$ cat src/rtl/faultsim_arith_pkg.sv
// Shared definitions for the fault-simulation arithmetic units.
// Holds the serial-unit FSM encoding and the bit-counter width helper.
// No logic; imported by the serial borrow-restore datapath.
package faultsim_arith_pkg;

  // Serial-unit control states; encodings are fixed so fault lists stay stable.
  typedef enum logic [1:0] {
    IDLE  = 2'd0,
    SHIFT = 2'd1,
    DONE  = 2'd2
  } state_t;

  // Bit-counter width for a given operand width (at least 1 bit).
  function automatic int cnt_width(input int width);
    return (width < 2) ? 1 : $clog2(width);
  endfunction

endpackage

$ cat src/rtl/fa_cell.sv
// Purpose: one-bit full adder built only from xor/and/or gate primitives.
// Latency: purely combinational.
// Backpressure: none.
// Ports: s (sum), co (carry out), a/b (operand bits), ci (carry in).
module fa_cell (
  output logic s,
  output logic co,
  input  logic a,
  input  logic b,
  input  logic ci
);

  logic axb;
  logic ab;
  logic cp;

  // Kept as explicit gates so each net is a distinct stuck-at fault site.
  xor g_x1 (axb, a, b);
  xor g_x2 (s, axb, ci);
  and g_a1 (ab, a, b);
  and g_a2 (cp, axb, ci);
  or  g_o1 (co, ab, cp);

endmodule

$ cat src/rtl/bit_serial_borrow_restore.sv
// Purpose: rebuilds minuend A = (D + B) mod 2^WIDTH serially, LSB first;
//          final carry equals the borrow-out of the original A - B.
// Latency: start accepted at edge T -> done pulse in the cycle after edge T+WIDTH.
// Backpressure: none; start is only honoured in IDLE and ignored otherwise.
// Ports:
//   clk, rst_n          clock, synchronous active-low reset
//   start               request, sampled only when idle
//   diff_in, subt_in    difference D and subtrahend B, latched on accept
//   busy                high while bits are being processed
//   done                one-cycle pulse when sum_out/carry_out are updated
//   sum_out, carry_out  reconstructed A and final carry, held until next result
module bit_serial_borrow_restore
  import faultsim_arith_pkg::*;
#(
  parameter int WIDTH = 8
) (
  input  logic             clk,
  input  logic             rst_n,
  input  logic             start,
  input  logic [WIDTH-1:0] diff_in,
  input  logic [WIDTH-1:0] subt_in,
  output logic             busy,
  output logic             done,
  output logic [WIDTH-1:0] sum_out,
  output logic             carry_out
);

  localparam int             CW       = cnt_width(WIDTH);
  localparam logic [CW-1:0]  CNT_LAST = CW'(WIDTH - 1);

  state_t           state_q;
  state_t           state_d;
  logic             load;
  logic             step;
  logic             last;

  logic [WIDTH-1:0] d_sr;
  logic [WIDTH-1:0] b_sr;
  logic [WIDTH-1:0] res_sr;
  logic [WIDTH-1:0] res_next;
  logic             carry_q;
  logic [CW-1:0]    cnt_q;

  logic             fa_s;
  logic             fa_co;

  fa_cell u_fa (
    .s  (fa_s),
    .co (fa_co),
    .a  (d_sr[0]),
    .b  (b_sr[0]),
    .ci (carry_q)
  );

  assign last     = (cnt_q == CNT_LAST);
  // Sum bits enter at the MSB so after WIDTH shifts bit 0 lands at index 0.
  assign res_next = {fa_s, res_sr[WIDTH-1:1]};

  // State register
  always_ff @(posedge clk) begin
    if (!rst_n) begin
      state_q <= IDLE;
    end else begin
      state_q <= state_d;
    end
  end

  // Next-state and control decode; busy/done depend only on state.
  always_comb begin
    state_d = state_q;
    busy    = 1'b0;
    done    = 1'b0;
    load    = 1'b0;
    step    = 1'b0;
    case (state_q)
      IDLE: begin
        if (start) begin
          load    = 1'b1;
          state_d = SHIFT;
        end
      end
      SHIFT: begin
        busy = 1'b1;
        step = 1'b1;
        if (last) begin
          state_d = DONE;
        end
      end
      DONE: begin
        done    = 1'b1;
        state_d = IDLE;
      end
      default: begin
        state_d = IDLE;
      end
    endcase
  end

  // Datapath: operand shifters, carry FF, counter and result registers.
  always_ff @(posedge clk) begin
    if (!rst_n) begin
      d_sr      <= '0;
      b_sr      <= '0;
      res_sr    <= '0;
      carry_q   <= 1'b0;
      cnt_q     <= '0;
      sum_out   <= '0;
      carry_out <= 1'b0;
    end else if (load) begin
      d_sr    <= diff_in;
      b_sr    <= subt_in;
      res_sr  <= '0;
      carry_q <= 1'b0;
      cnt_q   <= '0;
    end else if (step) begin
      d_sr    <= d_sr >> 1;
      b_sr    <= b_sr >> 1;
      res_sr  <= res_next;
      carry_q <= fa_co;
      cnt_q   <= cnt_q + CW'(1);
      // Publish on the SHIFT->DONE edge, including the final bit, so the
      // outputs are already valid while done is high.
      if (last) begin
        sum_out   <= res_next;
        carry_out <= fa_co;
      end
    end
  end

endmodule

$ cat config.mk
export PLATFORM = sky130hd
export DESIGN_NAME = bit_serial_borrow_restore
export DESIGN_NICKNAME = d
export VERILOG_FILES = /design/src/rtl/faultsim_arith_pkg.sv /design/src/rtl/fa_cell.sv /design/src/rtl/bit_serial_borrow_restore.sv
export SDC_FILE = /design/constraint.sdc
export NUM_CORES = 1
export LEC_CHECK = 0
export CAP_MARGIN = 20
export CORE_MARGIN = 2
export CORE_UTILIZATION = 50
export CTS_CLUSTER_DIAMETER = 50
export DETAILED_ROUTE_END_ITERATION = 8
export PLACE_DENSITY = 0.77
export SETUP_SLACK_MARGIN = 0.3
export SYNTH_ARGS = -nofsm -noshare
export SYNTH_HDL_FRONTEND = slang
export SYNTH_HIERARCHICAL = 1
export SYNTH_SLANG_ARGS = --single-unit
$ cat constraint.sdc
create_clock -name clk -period 1.59 [get_ports clk]
set_input_delay 0.318 -clock clk [delete_from_list [all_inputs] [get_ports clk]]
set_output_delay 0.318 -clock clk [all_outputs]
set_load 0.005 [all_outputs]
; Word level (Yosys, flattened, before mapping)
; Cells that the tools add are included.
; W data, S select, Z words.
[classes]
bitwise = 7
eq_ne = 5
reduce_logical = 5
addsub = 1
n_mux = 11
[op_table]
columns = operator, count
row1 = $mux W8, 4
row2 = $mux W1, 4
row3 = $mux W2, 2
row4 = $ne A2 B2 Y1 const B, 2
row5 = $pmux W2 S2, 1
row6 = $add A3 B1 Y3 const B, 1
row7 = $eq A3 B3 Y1 const B, 1
row8 = $reduce_and A3 Y1, 1
row9 = $and A1 B1 Y1, 2
row10 = $eq A2 B1 Y1 const B, 1
row11 = $eq A2 B2 Y1 const B, 1
row12 = $logic_not A2 Y1, 1
row13 = $not A1 Y1, 2
row14 = $reduce_and A2 Y1, 1
row15 = $reduce_bool A2 Y1, 1
row16 = $reduce_or A2 Y1, 1
row17 = $xor A1 B1 Y1, 2
row18 = $or A1 B1 Y1, 1
[totals]
inputBits = 19
ff_bits = 39
output_inout_bits = 11

; Longest topological paths before layout
; Gate-level depths: netlist of the first run.
[depth]
ltp_word = 4
depth_mapped = 7
mapped_depth_nobuf = 5

; Cells and area by module
; The synthesis of the first run kept the hierarchy.
[by_module_without_submodules]
columns = module, instances, cells_per_inst, area_each_um2, seq_area_each_um2
row1 = bit_serial_borrow_restore, 1, 188, 1557.7, 760.7
row2 = fa_cell, 1, 1, 20.0, 0.0

; Worst setup path before layout of the first run
; No wires, ideal clock.
[synth_timing]
path_kind = register to register
start = register state_q[0]
end = register b_sr[5]
stages_incl_launch_ff = 7
path_buffers = 3
path_slack_ns = 0.304
setup_ns = 0.118
required_time_ns = 1.472
arrival_ns = 1.168
path_cell_list = dfxtp_1 > buf_6 > or3b_1 > buf_6 > buf_8 > o21ai_1 > a21oi_1
[synth_between]
elab_chain_cells = 3
word_cells_on_any_way = 6
cone_classes = eq/ne (1) / mux (3) / reduce/logical (2)
[synth_rtl]
columns = element, line_no
row1 = "start, declared", bit_serial_borrow_restore.sv:31  ; state_t state_q;
row2 = "start signal, assigned", bit_serial_borrow_restore.sv:64  ; state_q <= state_d;
row3 = $eq A2 B1 Y1 / $logic_not A2 Y1 (equally long branches), bit_serial_borrow_restore.sv:75  ; case (state_q)
row4 = $mux W1, bit_serial_borrow_restore.sv:75
row5 = $reduce_bool A2 Y1 (no source line) / $mux W8 (equally long branches), -
row6 = "end signal, assigned", bit_serial_borrow_restore.sv:111  ; b_sr <= subt_in;
row7 = "end signal, assigned", bit_serial_borrow_restore.sv:117  ; b_sr <= b_sr >> 1;
row8 = "end, declared", bit_serial_borrow_restore.sv:38  ; logic [WIDTH-1:0] b_sr;
; Parallel ways exist; a longest one is shown, timed or not.
; A chain may end at the register's enable or synchronous reset.

; Worst setup path in the final report of the first run
[layout_timing]
start = register state_q[0]
end = register d_sr[4]
[layout_between]
elab_chain_cells = 3
word_cells_on_any_way = 6
cone_classes = eq/ne (1) / mux (3) / reduce/logical (2)
[layout_rtl]
columns = element, line_no
row1 = $eq A2 B1 Y1 / $logic_not A2 Y1 (equally long branches), bit_serial_borrow_restore.sv:75
row2 = $mux W1, bit_serial_borrow_restore.sv:75
row3 = $reduce_bool A2 Y1 (no source line) / $mux W8 (equally long branches), -
row4 = "end signal, assigned", bit_serial_borrow_restore.sv:110  ; d_sr <= diff_in;
row5 = "end signal, assigned", bit_serial_borrow_restore.sv:116  ; d_sr <= d_sr >> 1;
row6 = "end, declared", bit_serial_borrow_restore.sv:37  ; logic [WIDTH-1:0] d_sr;
; Parallel ways exist; a longest one is shown, timed or not.

==> results.toml, run 1 <==
[pwr]
power.density_nw_per_um2 = 838
switching_share_pct = 27.3
pwr-share-comb_pct = 17.8
fin_total_pwr_mw = 1.89
sequentialPowerShare_pct = 53.8
power.switching_mw = 0.518
pwr-share-clk_pct = 28.4
p_leak_nw = 0.861
p_int_mw = 1.38
ir_worst_vdd_mv = 0.524

[global_routing]
grt_max_degree = 34
grt_remaining_overflow = 0
track_usage_pct = 23.3
grt_pass1_wl_um = 6110
antenna_found_initial = 0
grt_pass1_vias = 1459

[route]
wl_per_cell_um = 14.7
drtPass1Iterations = 4
vias = 1506
drc = 0
ant_nets = 0
wl_um = 4110
drt_iter0_markers = 71
vias_per_cell = 5.40

[critical_path]
cpPeakStageDelay_ps = 480
cp_max_fo = 8
timing.rr.start = "state_q[0]$_SDFFE_PN0P_"
start_kind = "register"
crit_required_ps = 1820
criticalPathCategory = "register to register"
reg2reg_depth = 5
crit_chain = "buf_6 > or3b_4 > buf_16 > o21ai_2 > a21oi_1"
cp-end-kind = "register"
cp_slowest_cell = "or3b_4"
rr_endpoint = "d_sr[4]$_SDFFE_PN0P_"
regToRegSetupSlack_ps = 130
arrival_ps = 1690

[floorplan]
start_util_pct = 52.1
die-area_um2 = 3620
coreArea_um2 = 3030
die_y_um = 60.2
rows = 20
pin_count = 30
die_w_um = 60.2

[min_path]
hold_path.class = "register to register"
min-delay-start = "b_sr[4]$_SDFFE_PN0P_"
min_path_cells = 2
worst_hold_path.endpoint = "b_sr[3]$_SDFFE_PN0P_"

[sta]
setup_tns_ps = 0
skew_ps = 4.68
fmax_mhz = 684
min_period_ps = 1460
post-route-period-util_pct = 91.9
relSlewSlack_pct = 77.8
finalHoldViolations = 0
maxSlewViolCount = 0
worst_pin_slew_ps = 333
finalSetupViolations = 0
fin_ws_ps = 128
rsz0062_at_grt = "true"

[place]
post-place-cells = 256
gp_congestion = 0.758
hpwl_um = 2300
dp_slack_ps = -184
portBuffers = 29

[yosys]
synth.top_cells.by_count = "46 x nand2_1, 38 x dfxtp_1, 32 x a21oi_1, 11 x nand3_1, 9 x a21boi_0"
async_reset_ff_share_pct = 0
yosysSeqAreaShare_pct = 48.2
synthMuxAreaShare_pct = 0
netlist_area_um2 = 1580
postSynthCellCount = 189
synth_fa_ha_area_share_pct = 2.85
syn_area_per_cell_um2 = 8.35
synth_xor_area_share_pct = 0.555
syn_nets = 211
synth.most_common_cell = "nand2_1"
yosysTopAreaCell = "dfxtp_1"
synth.distinct_cells = 29
synth_flop_cell = "dfxtp_1"
synth_top_area_share_pct = 48.2
synth-compound-area-share_pct = 22.2
synth-edff-count = 0
synth-simple-area-share_pct = 19.5
yosys-top-cells-area = "dfxtp_1 48%, nand2_1 11%, a21oi_1 10%"
ys_warn_count = 6
synth_top_family_by_area = "compound AO/OA/AOI/OAI gates"
synth_seq_cells = 38

[clock_tree]
clock-sinks = 38
cts_buffers = 5
cts_max_level = 2
clockRootBuffer = "clkbuf_4"
cts_tree = "yes"
ctsLongestPathBuffers = 2
clk_pin_slew_worst_paths_ps = 120
clk_latency_ps = 340

[finish]
syn_to_final_growth_pct = 43.1
finalNonFillerCells = 279
utilization_pct = 74.6
antenna_cells = 0
fin_nets = 256
nFillCells = 214
drive_gt1_share_pct = 30.2

[flow_run]
maxCapViolations = 0

[status]
outcome = "finished clean"
## layout make-up
type / count / area [um2] / share of cell area [%]
Tap cell: 44 / 55.1 / 2.44
Sequential cell: 38 / 779 / 34.5
Multi-Input combinational cell: 135 / 807 / 35.7
Timing Repair Buffer: 53 / 549 / 24.3
Inverter: 1 / 3.75 / 0.166
Clock buffer: 6 / 51.3 / 2.27
Clock inverter: 2 / 12.5 / 0.554
## power by group through the flow
stage	Sequential (mW)	Clock, mW	Combinational (mW)
finish	1.02	0.538	0.337
global route	1.02	0.595	0.360
CTS	1.02	0.544	0.286
detailed placement	1.04	0	0.239
global placement	1.04	0	0.229
floorplan	1.03	0	0.164
## placed cells by master, fill, tap and decap left out, types with 6 or more instances in the layout
| cell type | instances |
|---|---|
| dfxtp_1 | 27 |
| dfxtp_2 | 9 |
| nand3_1 | 9 |
| clkdlybuf4s15_1 | 6 |
| a21boi_0 | 7 |
| a21oi_1 | 28 |
| o21ai_2 | 13 |
| clkdlybuf4s50_1 | 18 |
| nand2_1 | 45 |
| buf_4 | 14 |
## critical path, delay by kind of cell, from the launching register on
kind / cells / cell delay, ps
simple gates: 1 / 480
compound gates: 2 / 200
buf+inv: 2 / 310
flops: 1 / 370
## registers in the layout, summed over array words and instances, names as in the netlist
name / count
b_sr: 8
d_sr: 8
sum_out: 8
res_sr: 7
cnt_q: 3
state_q: 2
carry_out: 1
carry_q: 1
## metal layers
layer  GRT usage (%)  wire length [um]  up-vias
met1            22.5              1620      720
met2            45.0              2270       41
met4            9.21                78        0
met5               0                 0        -
met3            7.14               146       10
li1                -                 -      735
## cells by family after synthesis
family | after synthesis
XOR/XNOR | 1
AND/OR/NAND/NOR | 71
AO/OA/AOI/OAI | 60
flip-flops | 38
adder cells (fa/ha/maj) | 3
buffers and inverters | 16
## stage by stage
step / hold WS, ps / area [um2]
floorplan: 429 / 1580
global placement: 437 / 1900
detailed placement: 445 / 1900
CTS: 458 / 2110
global route: 471 / 2260
finish: 458 / 2260
## repair_timing
item | in CTS | in global routing
cloned | 1 | 3
gates resized for setup | 50 | 25
buffers inserted | 9 | 2
setup endpoints to repair | 46 | 45
pin swaps | 6 | 2
endpoints found under the hold margin | 0 | 0
hold buffers | 0 | 0
## how the worst max path moves through the flow
| stage | from | endpoint | cells after the start |
|---|---|---|---|
| floorplan | state_q[0]$_SDFFE_PN0P_ | b_sr[5]$_SDFFE_PN0P_ | 6 |
| global placement | start | b_sr[6]$_SDFFE_PN0P_ | 5 |
| detailed placement | start | b_sr[1]$_SDFFE_PN0P_ | 5 |
| CTS | state_q[1]$_SDFFE_PN0P_ | busy | 4 |
| global route | state_q[1]$_SDFFE_PN0P_ | busy | 4 |
| finish | state_q[0]$_SDFFE_PN0P_ | d_sr[4]$_SDFFE_PN0P_ | 5 |
(Power assumes the default switching activity.)
==> inputs of run 2 (changes only) <==
- clock period: 1.59 -> 1.55 ns (I/O delays scaled with it)
==> run 2 against run 1 <==
Compared with the run above: setup slack worse by 10 ps; clock skew rose by 5.1 ps; global-route usage is 0.70 points lower; critical path depth is 1 higher; fmax up 2.1%; flip-flop and latch count did not move; wire length is 6.8% lower; clock power increased by 2%; worst hold slack lost 3.6 ps; clock-buffer cell count unchanged; combinational power fell by 1%; sequential power barely moved.
==> results.toml, run 2 (synthesis gave the netlist of run 1 again) <==
[sta]
maxSlewViolCount = 0
post-route-period-util_pct = 92.4
skew_ps = 9.77
setup_tns_ps = 0
relSlewSlack_pct = 81.2
min_period_ps = 1430
finalSetupViolations = 0
rsz0062_at_grt = "true"
fmax_mhz = 698
worst_pin_slew_ps = 281
finalHoldViolations = 0

[critical_path]
cp-end-kind = "register"
critPathTopFamily = "simple AND/OR/NAND/NOR gates"
regToRegSetupSlack_ps = 120
cp_common_cell = "buf_6"
cp_max_fo = 6
crit_chain = "buf_6 > or3b_4 > nand2_4 > buf_6 > buf_12 > a21oi_1"
criticalPathCategory = "register to register"
arrival_ps = 1680
reg2reg_depth = 6
critPathBufInv = 3
cpPeakStageDelay_ps = 460
crit_required_ps = 1800
start_kind = "register"
critical_path_depth = 6
cp_slowest_cell = "or3b_4"

[global_routing]
grt_pass1_vias = 1440
grt_pass1_wl_um = 6080
track_usage_pct = 22.6
grt_max_degree = 34
antenna_found_initial = 0
grt_remaining_overflow = 0

[floorplan]
die_w_um = 60.2
coreArea_um2 = 3030
die-area_um2 = 3620
start_util_pct = 52.1
pin_count = 30
die_y_um = 60.2
rows = 20

[place]
portBuffers = 29
gp_congestion = 0.730
hpwl_um = 2310
place_area_um2 = 1910

[min_path]
hold_path.class = "register to register"
min_path_cells = 2

[clock_tree]
cts_buffers = 5
cts_max_level = 2
cts_tree = "yes"
clock-sinks = 38
clk_pin_slew_worst_paths_ps = 120
ctsLongestPathBuffers = 2
clockRootBuffer = "clkbuf_4"
clk_latency_ps = 340

[route]
ant_nets = 0
drtPass1Iterations = 4
vias_per_cell = 5.27
wl_um = 3830
drt_iter0_markers = 68
vias = 1444
drc = 0
wl_per_cell_um = 14.0

[flow_run]
maxCapViolations = 0

[finish]
nFillCells = 220
antenna_cells = 0
multiInputGateArea_um2 = 856
final_common_cell = "nand2_1"
syn_to_final_growth_pct = 44.3
fin_area_um2 = 2280
drive_gt1_share_pct = 33.9
seqCellArea_um2 = 783
reg_top3 = "b_sr: 8 flops, d_sr: 8 flops, sum_out: 8 flops"
final_cell_mix = "44 x nand2_1, 25 x a21oi_1, 24 x dfxtp_1"
fin_nets = 251

[status]
outcome = "finished clean"

[pwr]
ir_worst_vdd_mv = 0.592
p_leak_nw = 0.820
power.density_nw_per_um2 = 851
[run 2: tightest hold or removal path, stage by stage, from the launching register on]
cell      delay, ps
dfxtp_2         340
nand2_1          50
a21boi_1         50
[run 2: repair_timing]
item,in CTS,in global routing
hold endpoints to repair,0,0
gates cloned,3,0
gates resized for setup,67,28
hold buffers,0,0
setup buffers,6,1
endpoints found under the setup margin,46,41
pin swaps,6,8
[run 2: power by group]
part | switching, mW | internal, mW
Clock | 0.332 | 0.218
Sequential | 0.0353 | 1.02
Combinational | 0.157 | 0.174
[run 2: path summary, 6_finish.rpt]
check                     startpoint                      end
max          state_q[1]$_SDFFE_PN0P_   res_sr[1]$_SDFFE_PP0N_
min          sum_out[1]$_SDFFE_PN0P_  sum_out[1]$_SDFFE_PN0P_
max reg2reg  state_q[1]$_SDFFE_PN0P_   res_sr[1]$_SDFFE_PP0N_
min reg2reg  sum_out[1]$_SDFFE_PN0P_  sum_out[1]$_SDFFE_PN0P_
[run 2: per-stage QoR]
stage | hold WS (ps) | setup slack, ps | power (mW) | std cells | util (%)
after floorplan | 429 | 264 | 1.23 | 189 | -
after global routing | 475 | 91.4 | 2.02 | 274 | 75.2
after detailed placement | 444 | -233 | 1.32 | 256 | 63.2
after global placement | 438 | -139 | 1.31 | 256 | 63.2
final | 454 | 118 | 1.94 | 274 | 75.2
after CTS | 459 | 105 | 1.91 | 273 | 72.2
[run 2: area by class of cell]
| class | count | share of cell area, % |
|---|---|---|
| multi-input cells | 135 | 37.6 |
| inverters | 1 | 0.165 |
| clock inverters | 2 | 0.550 |
| repair buffers | 48 | 22.6 |
| clock buffers | 6 | 2.25 |
| well taps | 44 | 2.42 |
| flip-flops and latches | 38 | 34.4 |
[run 2: layer usage]
| layer | share of wire, % | vias to the layer above | GRT usage, % |
|---|---|---|---|
| li1 | - | 719 | - |
| met1 | 38 | 686 | 24.7 |
| met2 | 56 | 31 | 42.5 |
| met3 | 3.9 | 8 | 5.84 |
| met4 | 1.9 | 0 | 6.03 |
| met5 | 0 | - | 0 |
==> inputs of run 3 (changes only) <==
- CORE_UTILIZATION: 50 -> 54
- GPL_TIMING_DRIVEN: not set -> 0
- PLACE_DENSITY: 0.77 -> 0.82
- clock period: 1.55 -> 1.7 ns (I/O delays scaled with it)
==> run 3 against run 2 <==
Compared with the run above: flip-flop and latch count unchanged; wire length up 9.9%; global-route usage up 3.2 points; clock power up 47%; clock skew up 7.4 ps; clock-buffer cell count unchanged; critical path depth up 1; via count up 6.0%; setup slack better by 55 ps; critical endpoint is now d_sr[5]$_SDFFE_PN0P_; largest cell class unchanged; worst hold slack worse by 0.69 ps.
==> results.toml, run 3 (synthesis gave the netlist of run 1 again) <==
[status]
outcome = "finished clean"

[finish]
drive_gt1_share_pct = 30.4
syn_to_final_growth_pct = 43.1
final_common_cell = "nand2_1"
final_cell_mix = "45 x nand2_1, 27 x dfxtp_1, 20 x a21oi_1"
reg_top3 = "b_sr: 8 flops, d_sr: 8 flops, sum_out: 8 flops"
fin_nets = 258
finalNonFillerCells = 268
fin_area_um2 = 2260
antenna_cells = 0

[clock_tree]
clockRootBuffer = "clkbuf_4"
hold_buffers = 0
clk_pin_slew_worst_paths_ps = 110
cts_tree = "yes"
ctsLongestPathBuffers = 2
clock-sinks = 38
cts_buffers = 5
clk_latency_ps = 360
cts_max_level = 2

[floorplan]
die_y_um = 58.1
die-area_um2 = 3370
rows = 19
pin_count = 30
die_w_um = 58.1
start_util_pct = 57.2
coreArea_um2 = 2760

[place]
post-place-cells = 248
dp_slack_ps = -225
gp_congestion = 0.800
hpwl_um = 2560
portBuffers = 28
place_area_um2 = 1900

[pwr]
ir_worst_vdd_mv = 1.38
p_leak_nw = 0.891
fin_total_pwr_mw = 2.08
p_int_mw = 1.59
power.switching_mw = 0.499
power.density_nw_per_um2 = 923
sequentialPowerShare_pct = 45.7
pwr-share-comb_pct = 15.4
switching_share_pct = 23.9
pwr-share-clk_pct = 38.9

[critical_path]
critPathBufInv = 4
criticalPathCategory = "register to register"
crit_chain = "buf_6 > buf_6 > or3b_4 > buf_6 > buf_8 > o21ai_2 > a21oi_1"
cp_max_fo = 6
arrival_ps = 1760
reg2reg_depth = 7
cp_slowest_cell = "or3b_4"
timing.rr.start = "state_q[0]$_SDFFE_PN0P_"
cp-end-kind = "register"
crit_required_ps = 1940
critPathTopFamily = "buffers and inverters"
crit_path_start = "state_q[0]$_SDFFE_PN0P_"
regToRegSetupSlack_ps = 170
start_kind = "register"
cp_common_cell = "buf_6"
rr_endpoint = "d_sr[5]$_SDFFE_PN0P_"
cpPeakStageDelay_ps = 370

[global_routing]
antenna_found_initial = 0
grt_pass1_wl_um = 6600
grt_remaining_overflow = 0
grt_pass1_vias = 1426
grt_max_degree = 13
track_usage_pct = 25.8

[route]
drc = 0
vias = 1531
wl_um = 4210
vias_per_cell = 5.71
wl_per_cell_um = 15.7
drtPass1Iterations = 5
drt_iter0_markers = 62
ant_nets = 0

[min_path]
min_path_cells = 3
worst_hold_path.endpoint = "res_sr[5]$_SDFFE_PP0N_"
hold_path.class = "input port to register"
min-delay-start = "rst_n"

[flow_run]
maxCapViolations = 0

[sta]
finalSetupViolations = 0
fin_ws_ps = 173
min_period_ps = 1530
worst_hold_slack_ps = 453
finalHoldViolations = 0
relSlewSlack_pct = 51.0
maxSlewViolCount = 0
rsz0062_at_grt = "true"
post-route-period-util_pct = 89.8
fmax_mhz = 655
skew_ps = 17.2
worst_pin_slew_ps = 735
==> run 3: changes by cell type in the layout (fill, tap and decap cells not counted), sizes merged <==
cell / before / now
clkdlybuf4s15: 8 / 0
dlygate4sd2: 0 / 9
buf: 20 / 25
clkdlybuf4s50: 18 / 16
clkinvlp: 1 / 0
bufinv: 0 / 2
clkinv: 1 / 0
dlymetal6s2s: 0 / 1
clkbuf: 8 / 10
==> run 3: stage by stage <==
step	setup TNS, ps	utilization [%]
final	0	81.9
after floorplan	0	-
after global routing	0	81.9
after global placement	-1900	68.8
after detailed placement	-2350	68.8
after CTS	0	79.1
==> run 3: worst max-delay path by stage <==
| stage | end | slack [ps] | cells after the start |
|---|---|---|---|
| floorplan | b_sr[5]$_SDFFE_PN0P_ | 410 | 6 |
| global placement | busy | -190 | 5 |
| detailed placement | busy | -230 | 5 |
| CTS | busy | 170 | 6 |
| global route | d_sr[5]$_SDFFE_PN0P_ | 120 | 7 |
| finish | d_sr[5]$_SDFFE_PN0P_ | 170 | 7 |
==> run 3: metal layers <==
| metal | part of all wire (%) | wire [um] | up-vias | global-route usage [%] |
|---|---|---|---|---|
| li1 | - | - | 738 | - |
| met1 | 41 | 1740 | 731 | 32.1 |
| met2 | 51 | 2160 | 53 | 44.0 |
| met3 | 5.5 | 233 | 9 | 4.91 |
| met4 | 1.9 | 82 | 0 | 10.6 |
| met5 | 0 | 0 | - | 0 |
==> run 3: final cells by class <==
type	instances	area [um2]
clock inverters	2	60.1
plain buffers	15	115
inverters	1	6.26
flip-flops and latches	38	777
clock buffers	6	51.3
fillers	181	500
multi-input cells	135	816
repair buffers	40	393
well taps	31	38.8
==> run 3: repair_timing <==
action | in CTS | in global routing
gates resized for setup | 55 | 12
endpoints found under the setup margin | 38 | 29
pin swaps | 2 | 1
cloned | 2 | 1
buffers inserted | 8 | 1
==> run 3: power by group through the flow <==
stage | Combinational, mW | Sequential, mW | Clock (mW)
2_1_floorplan | 0.153 | 0.966 | 0
3_3_place_gp | 0.228 | 0.970 | 0
3_5_place_dp | 0.237 | 0.972 | 0
4_1_cts | 0.284 | 0.950 | 0.802
5_1_grt | 0.346 | 0.955 | 0.839
6_report | 0.322 | 0.951 | 0.811
==> run 3: worst register-to-register path: stages, from the launching register on <==
cell and delay [ps]:
dfxtp_2 330, buf_6 120, buf_6 120, or3b_4 370, buf_6 150, buf_8 130, o21ai_2 130, a21oi_1 70
